[src/rtl/pwm_multi_channel.sv]
// Multi-channel PWM generator with debounced up/down duty buttons.
// Duty changes are staged in a target register and only take effect at a period boundary.

module pwm_channel #(
    parameter int CNT_W = 8,
    parameter int PERIOD = 10,
    parameter int STEP = 1,
    parameter int INIT = 5
) (
    input  logic             clk,
    input  logic             rst,
    input  logic             en,
    input  logic             load,
    input  logic             inc,
    input  logic             dec,
    input  logic [CNT_W-1:0] cnt,
    output logic [CNT_W-1:0] target,
    output logic             pwm
);
    localparam logic [CNT_W:0]   PER_X  = (CNT_W+1)'(PERIOD);
    localparam logic [CNT_W:0]   STEP_X = (CNT_W+1)'(STEP);
    localparam logic [CNT_W-1:0] PER_V  = CNT_W'(PERIOD);
    localparam logic [CNT_W-1:0] STEP_V = CNT_W'(STEP);
    localparam logic [CNT_W-1:0] INIT_V = CNT_W'(INIT);

    logic [CNT_W-1:0] active;
    logic [CNT_W:0]   tgt_x;
    logic [CNT_W:0]   up;
    logic [CNT_W-1:0] dn;

    // one extra bit so saturation is decided before any wrap can happen
    assign tgt_x = {1'b0, target};
    assign up    = tgt_x + STEP_X;
    assign dn    = target - STEP_V;

    always_ff @(posedge clk or posedge rst) begin
        if (rst)      target <= INIT_V;
        else if (inc) target <= (up > PER_X) ? PER_V : up[CNT_W-1:0];
        else if (dec) target <= (tgt_x < STEP_X) ? '0 : dn;
    end

    always_ff @(posedge clk or posedge rst) begin
        if (rst)       active <= INIT_V;
        else if (load) active <= target;
    end

    always_ff @(posedge clk or posedge rst) begin
        if (rst) pwm <= 1'b0;
        else     pwm <= en & (cnt < active);
    end
endmodule

module pwm_multi_channel #(
    parameter int CHANNELS  = 4,
    parameter int CNT_W     = 8,
    parameter int PERIOD    = 10,
    parameter int STEP      = 1,
    parameter int DEB_DIV   = 25000000,
    parameter int INIT_DUTY = 5,
    localparam int CH_W     = (CHANNELS > 1) ? $clog2(CHANNELS) : 1
) (
    input  logic                clk,
    input  logic                rst,
    input  logic                en,
    input  logic                increase_duty,
    input  logic                decrease_duty,
    input  logic [CH_W-1:0]     ch_sel,
    output logic [CNT_W-1:0]    duty_out,
    output logic                period_start,
    output logic [CHANNELS-1:0] PWM_OUT
);
    localparam int               DIV_W    = (DEB_DIV > 1) ? $clog2(DEB_DIV) : 1;
    localparam logic [DIV_W-1:0] DIV_LAST = DIV_W'(DEB_DIV - 1);
    localparam logic [CNT_W-1:0] CNT_LAST = CNT_W'(PERIOD - 1);
    localparam int               INIT_C   = (INIT_DUTY > PERIOD) ? PERIOD : INIT_DUTY;

    logic [DIV_W-1:0] div_cnt;
    logic             tick;
    logic [1:0]       btn, s1, s2, press;
    logic             inc_ev, dec_ev;
    logic [CNT_W-1:0] cnt;
    logic             wrap;
    logic [CHANNELS-1:0][CNT_W-1:0] target;

    assign tick = (div_cnt == DIV_LAST);

    always_ff @(posedge clk or posedge rst) begin
        if (rst)       div_cnt <= '0;
        else if (tick) div_cnt <= '0;
        else           div_cnt <= div_cnt + DIV_W'(1);
    end

    // rising edge seen at the sample tick -> one event per press, however long it is held
    assign btn = {decrease_duty, increase_duty};

    always_ff @(posedge clk or posedge rst) begin
        if (rst) begin
            s1 <= '0;
            s2 <= '0;
        end else if (tick) begin
            s1 <= btn;
            s2 <= s1;
        end
    end

    assign press  = s1 & ~s2 & {2{tick}};
    assign inc_ev = press[0] & ~press[1];
    assign dec_ev = press[1] & ~press[0];

    assign wrap = en & (cnt == CNT_LAST);

    always_ff @(posedge clk or posedge rst) begin
        if (rst)              cnt <= '0;
        else if (!en || wrap) cnt <= '0;
        else                  cnt <= cnt + CNT_W'(1);
    end

    always_ff @(posedge clk or posedge rst) begin
        if (rst) period_start <= 1'b0;
        else     period_start <= en & (cnt == '0);
    end

    for (genvar i = 0; i < CHANNELS; i++) begin : g_ch
        pwm_channel #(
            .CNT_W (CNT_W),
            .PERIOD(PERIOD),
            .STEP  (STEP),
            .INIT  (INIT_C)
        ) u_ch (
            .clk   (clk),
            .rst   (rst),
            .en    (en),
            .load  (wrap | ~en),
            .inc   (inc_ev & (ch_sel == CH_W'(i))),
            .dec   (dec_ev & (ch_sel == CH_W'(i))),
            .cnt   (cnt),
            .target(target[i]),
            .pwm   (PWM_OUT[i])
        );
    end

    // out-of-range selects match no channel and read back as 0
    always_comb begin
        duty_out = '0;
        for (int i = 0; i < CHANNELS; i++)
            if (ch_sel == CH_W'(i)) duty_out = target[i];
    end
endmodule
[config.mk]
export PLATFORM = sky130hd
export DESIGN_NAME = pwm_multi_channel
export DESIGN_NICKNAME = d
export VERILOG_FILES = /design/src/rtl/pwm_multi_channel.sv
export SDC_FILE = /design/constraint.sdc
export NUM_CORES = 1
export LEC_CHECK = 0
export ABC_AREA = 1
export CORE_MARGIN = 10
export CORE_UTILIZATION = 45
export DETAILED_ROUTE_END_ITERATION = 8
export GPL_TIMING_DRIVEN = 0
export PLACE_DENSITY = 0.74
export SKIP_CTS_REPAIR_TIMING = 1
export SYNTH_ARGS = -nofsm -noshare
export SYNTH_HDL_FRONTEND = slang
export SYNTH_SLANG_ARGS = --single-unit
[constraint.sdc]
create_clock -name clk -period 3.2 [get_ports clk]
set_input_delay 0.48 -clock clk [delete_from_list [all_inputs] [get_ports clk]]
set_output_delay 0.48 -clock clk [all_outputs]
set_load 0.02 [all_outputs]
# Word-level counts from Yosys, hierarchy flattened
# Cells that the tools add are included.
dict set report totals {
  ff_bits 106
  output_inout_bits 13
  elab_cells 97
}
dict set report classes {
  n_addsub 10
  magnitude_cmp 12
  eq_ne 5
  mux 22
  bitwise_logic 23
  reduce_logical 8
}
# operator count
set ops {}
lappend ops {{2-to-1 mux 8 bit} 21}
lappend ops {{adder 8 x 1 -> 9 bit (second input constant)} 4}
lappend ops {{> comparator 9 x 4 -> 1 bit (second input constant)} 4}
lappend ops {{less-than comparator 8 x 1 -> 1 bit (second input constant)} 4}
lappend ops {{less-than comparator 8 bit} 4}
lappend ops {{subtractor 8 x 1 -> 8 bit (second input constant)} 4}
lappend ops {{adder 25 x 1 -> 25 bit (second input constant)} 1}
lappend ops {{equality test 25 bit (second input constant)} 1}
lappend ops {{2-to-1 mux 25 bit} 1}
lappend ops {{AND 1 bit} 16}
lappend ops {{adder 8 x 1 -> 8 bit (second input constant)} 1}
lappend ops {{equality test 8 x 4 -> 1 bit (second input constant)} 1}
lappend ops {{logical NOT 8 bit} 1}
lappend ops {{nonzero test 2 bit} 4}
lappend ops {{AND 2 bit} 2}
lappend ops {{equality test 2 bit (second input constant)} 2}
lappend ops {{NOT 1 bit} 3}
lappend ops {{equality test 2 x 1 -> 1 bit (second input constant)} 1}
lappend ops {{logical NOT 2 bit} 1}
lappend ops {{NOT 2 bit} 1}
lappend ops {{logical NOT 1 bit} 1}
lappend ops {{logical OR 1 bit} 1}
lappend ops {{OR 1 bit} 1}

# Longest topological paths before layout
dict set report depth {
  ltp_word 8
  ltp_mapped 13
  depth_no_buf 13
}

# Modules after synthesis
# Synthesis repeated with hierarchy kept, for this count alone.
dict set report hier_totals {
  hier_cells 985
  hier_area_um2 7253.2
}
# mod instances cells_per_inst area_per_inst_um2 seq_area_each_um2
set by_module_without_submodules {}
lappend by_module_without_submodules {pwm_channel 4 163 1229.9 430.4}
lappend by_module_without_submodules {pwm_multi_channel 1 333 2333.5 950.9}

# Least setup slack after synthesis
# OpenSTA, ideal clock, no wires.
dict set report synth_path {
  path_kind {input to output}
  from {in ch_sel[1]}
  to {out duty_out[0]}
  arrival_ps 1320
  path_slack_ps 1400
  cell_stages 5
  n_path_buf 0
  path_cell_list {nor2_1 inv_1 o22ai_1 a21oi_1 o21ai_0}
}
dict set report synth_between {
  elab_chain_cells 5
  word_cells_on_any_way 8
  classes_between {eq/ne: 3; mux: 4; reduce/logical: 1}
}
# element line
set synth_rtl {}
lappend synth_rtl {{from (decl)} 67} ;# input logic [CH_W-1:0] ch_sel,
lappend synth_rtl {{logical NOT 2 bit} 146} ;# if (ch_sel == CH_W'(i)) duty_out = target[i];
lappend synth_rtl {{2-to-1 mux 8 bit (3 in series)} 146}
lappend synth_rtl {{2-to-1 mux 8 bit (*)} 146}
lappend synth_rtl {{to (decl)} 68} ;# output logic [CNT_W-1:0] duty_out,
# Every way passes the cells marked *; elsewhere a longest branch is shown, timed or not.

# Worst setup path in the final report
dict set report layout_path {
  from {in ch_sel[0]}
  to {out duty_out[4]}
}
# Same word-level chain as after synthesis.

==> impl_metrics.env <==
export IMPL_synthCells=944
export IMPL_max_freq_mhz=318.3
export IMPL_rows=45
export IMPL_pwr_density_cell_nw_per_um2=338.6
export IMPL_rsz0062_at_grt="false"
export IMPL_ir_worst_vdd_mv=0.2506
export IMPL_hp_class="reg -> reg"
export IMPL_highest_layer="met4"
export IMPL_status="finished clean"
export IMPL_cts_made_buffers=9
export IMPL_reg2regPathDepth=13
export IMPL_track_usage=0.1660
export IMPL_grt_max_degree=37
export IMPL_dp_worst_setup_slack_ns=0.1356
export IMPL_path_clk_slew_ns=0.06
export IMPL_reg2reg_from="g_ch[1].u_ch.target[0]$_DFFE_PP1P_"
export IMPL_cts_max_path_buffers=2
export IMPL_dpl_hpwl_mm=11.88
export IMPL_yosysWarnings=0
export IMPL_start_kind="input pin"
export IMPL_fp_dieH_um=144.2
export IMPL_dr_wl_met3_um=678
export IMPL_final_nets=1027
export IMPL_first_global_vias=5714
export IMPL_area_growth_syn_to_layout_pct=10.87
export IMPL_fill_cells=1459
export IMPL_place_gp_congestion=0.9679
export IMPL_drtAntennaViolNets=0
export IMPL_crit_arrival_ns=2.66
export IMPL_endpoint_kind="primary output"
export IMPL_wl_per_cell_um=13.88
export IMPL_first_pass_iters=5
export IMPL_required_ns=2.72
export IMPL_regToRegSetupSlack_ns=1.09
export IMPL_ys_types=40
export IMPL_ys_seq_elements=106
export IMPL_cts_root_buf="clkbuf_16"
export IMPL_hold_viol=0
export IMPL_viasPerCell=5.186
export IMPL_via_count=6063
export IMPL_grt_pass1_wl_mm=27.92
export IMPL_gr_total_overflow=0
export IMPL_rr_endpoint="g_ch[1].u_ch.target[3]$_DFFE_PP0P_"
export IMPL_slew_viol_final=0
export IMPL_min_to="s2[1]$_DFFE_PP0N_"
export IMPL_drt_initial_drc_count=482
export IMPL_syn_area_per_cell_um2=7.351
export IMPL_die_x_um=144.2
export IMPL_port_buffers=19
export IMPL_tightest_slew_ns=0.7972
export IMPL_die_area_um2=20790
export IMPL_finClkSkew_ns=0.009291
export IMPL_start_util=0.4582
export IMPL_post_route_period_util=0.9819
export IMPL_worst_skew_pair_late_latency_ns=0.37
export IMPL_hp_start="s2[1]$_DFFE_PP0N_"
export IMPL_pin_count=20
export IMPL_antenna_found_initial=0
export IMPL_ys_seq_area_frac=0.3851
export IMPL_p_leak_nw=3.745
export IMPL_max_cap_violations=0
export IMPL_met1_length_mm=7.590
export IMPL_drive_gt1_frac=0.09276
export IMPL_cts_sinks=106
export IMPL_coreArea_um2=15150
export IMPL_wl_met2_mm=7.512
export IMPL_setup_violations=0
export IMPL_n_antenna_cell=0
export IMPL_wirelength_mm=16.22
export IMPL_max_slew_margin_rel=0.4674
export IMPL_finalSetupTns_ns=0
export IMPL_htreeDepth=3
export IMPL_syn_area_um2=6939
export IMPL_setup_ws_ns=0.05787
export IMPL_crit_type="in -> out"
export IMPL_fin_crit_ns=3.142
export IMPL_worst_path_max_fanout=8
export IMPL_hold_depth=2
export IMPL_syn_nets=995
export IMPL_drc=0
export IMPL_cts_tree="yes"
==> power by group <==
| part | internal (mW) | total [mW] | switching, mW |
|---|---|---|---|
| combinational | 0.0589 | 0.157 | 0.0980 |
| sequential | 1.35 | 1.36 | 0.0115 |
| clock | 0.570 | 1.09 | 0.515 |
| total | 1.98 | 2.61 | 0.625 |
==> Yosys cell counts, drive strengths merged <==
library cell  instances  area share
nor3                 18       0.014
a211oi                4      0.0043
o21a                  4      0.0043
a21oi                26       0.019
xor2                 24       0.030
a21o                  4      0.0043
clkbuf                9      0.0049
dfrtp                90        0.32
o22ai                 5      0.0045
xnor2                12       0.015
buf                  20       0.017
nor4                  4      0.0036
a31o                  1      0.0013
a31oi                 4      0.0036
dfstp                16       0.061
and3                  1     0.00090
nand3                51       0.038
or2                   2      0.0018
nor3b                 6      0.0065
nand2               243        0.13
a221oi                3      0.0038
inv                 137       0.074
nand3b                1      0.0011
clkinv                1     0.00054
nor2                111       0.064
nand4                20       0.022
ha                   44       0.079
o21ai                83       0.061
==> kinds of logic (layout without fill, tap and decap cells) <==
group           Yosys count  in the layout  synth area share
simple gates            457            457            0.2867
buf+inv                 167            204           0.09700
compound gates          134            134            0.1064
flops                   106            106            0.3851
fa+ha+maj                44             44           0.07934
xor+xnor                 36             36           0.04544
==> worst max-delay path by stage <==
| stage | cells past startpoint | start | to |
|---|---|---|---|
| finish | 8 | ch_sel[0] | duty_out[4] |
| global route | 8 | ch_sel[0] | duty_out[3] |
| CTS | 7 | ch_sel[1] | duty_out[4] |
| detailed placement | 7 | ch_sel[1] | duty_out[4] |
| global placement | 7 | ch_sel[0] | duty_out[3] |
| floorplan | 5 | ch_sel[1] | duty_out[0] |
==> metal layers <==
metal / track usage / vias to the layer above
li1: - / 3082
met1: 0.2185 / 2822
met2: 0.2655 / 126
met3: 0.02689 / 33
met4: 0.06862 / 0
met5: 0 / -
==> layout make-up <==
cell class,count,area (µm²),share of cell area
flip-flops and latches,106,2673,0.3474
plain buffers,29,155.1,0.02017
clock buffers,12,256.5,0.03334
repair buffers,21,230.2,0.02992
well taps,188,235.2,0.03057
clock inverters,4,26.28,0.003415
multi-input cells,671,3596,0.4674
inverters,138,521.8,0.06782
==> metrics by stage <==
step	total power [mW]	util	instance area (µm²)	hold WS (ns)	std cells
2_1_floorplan	1.483	-	6943	0.4537	944
3_3_place_gp	1.538	0.4865	7368	0.4686	1151
3_5_place_dp	1.547	0.4891	7408	0.4765	1153
4_1_cts	2.625	0.5078	7691	0.4912	1169
5_1_grt	2.701	0.5080	7694	0.5108	1169
6_report	2.605	0.5080	7694	0.4868	1169
==> state kept, by name, summed over array words and instances, names as in the netlist <==
name and count:
cnt 8, div_cnt 25, g_ch.u_ch.active 32, g_ch.u_ch.pwm 4
g_ch.u_ch.target 32, period_start 1, s1 2, s2 2
==> cell usage in the layout, fill, tap and decap left out, types with 5 or more instances in the layout <==
cell / n
buf_2: 13
xor2_1: 24
o21ai_0: 64
nor3b_1: 6
nor2_2: 6
clkbuf_1: 10
o21ai_1: 16
clkdlybuf4s50_1: 19
inv_2: 9
nand2_1: 235
nor2_1: 104
ha_1: 44
dfstp_2: 16
xnor2_1: 12
nand3_1: 49
clkbuf_16: 9
a21oi_1: 26
nand2_2: 8
nor3_1: 16
nand4_1: 16
inv_1: 127
dfrtp_1: 90
o22ai_1: 5
==> critical path: stages <==
cell and delay (ns):
clkdlybuf4s50_1 0.57, inv_1 0.06, nor2_1 0.25, inv_1 0.19, o22ai_1 0.25, a21oi_1 0.10, o21ai_0 0.11, clkdlybuf4s50_1 0.64
No activity file was read; power rests on OpenSTA's default activity.
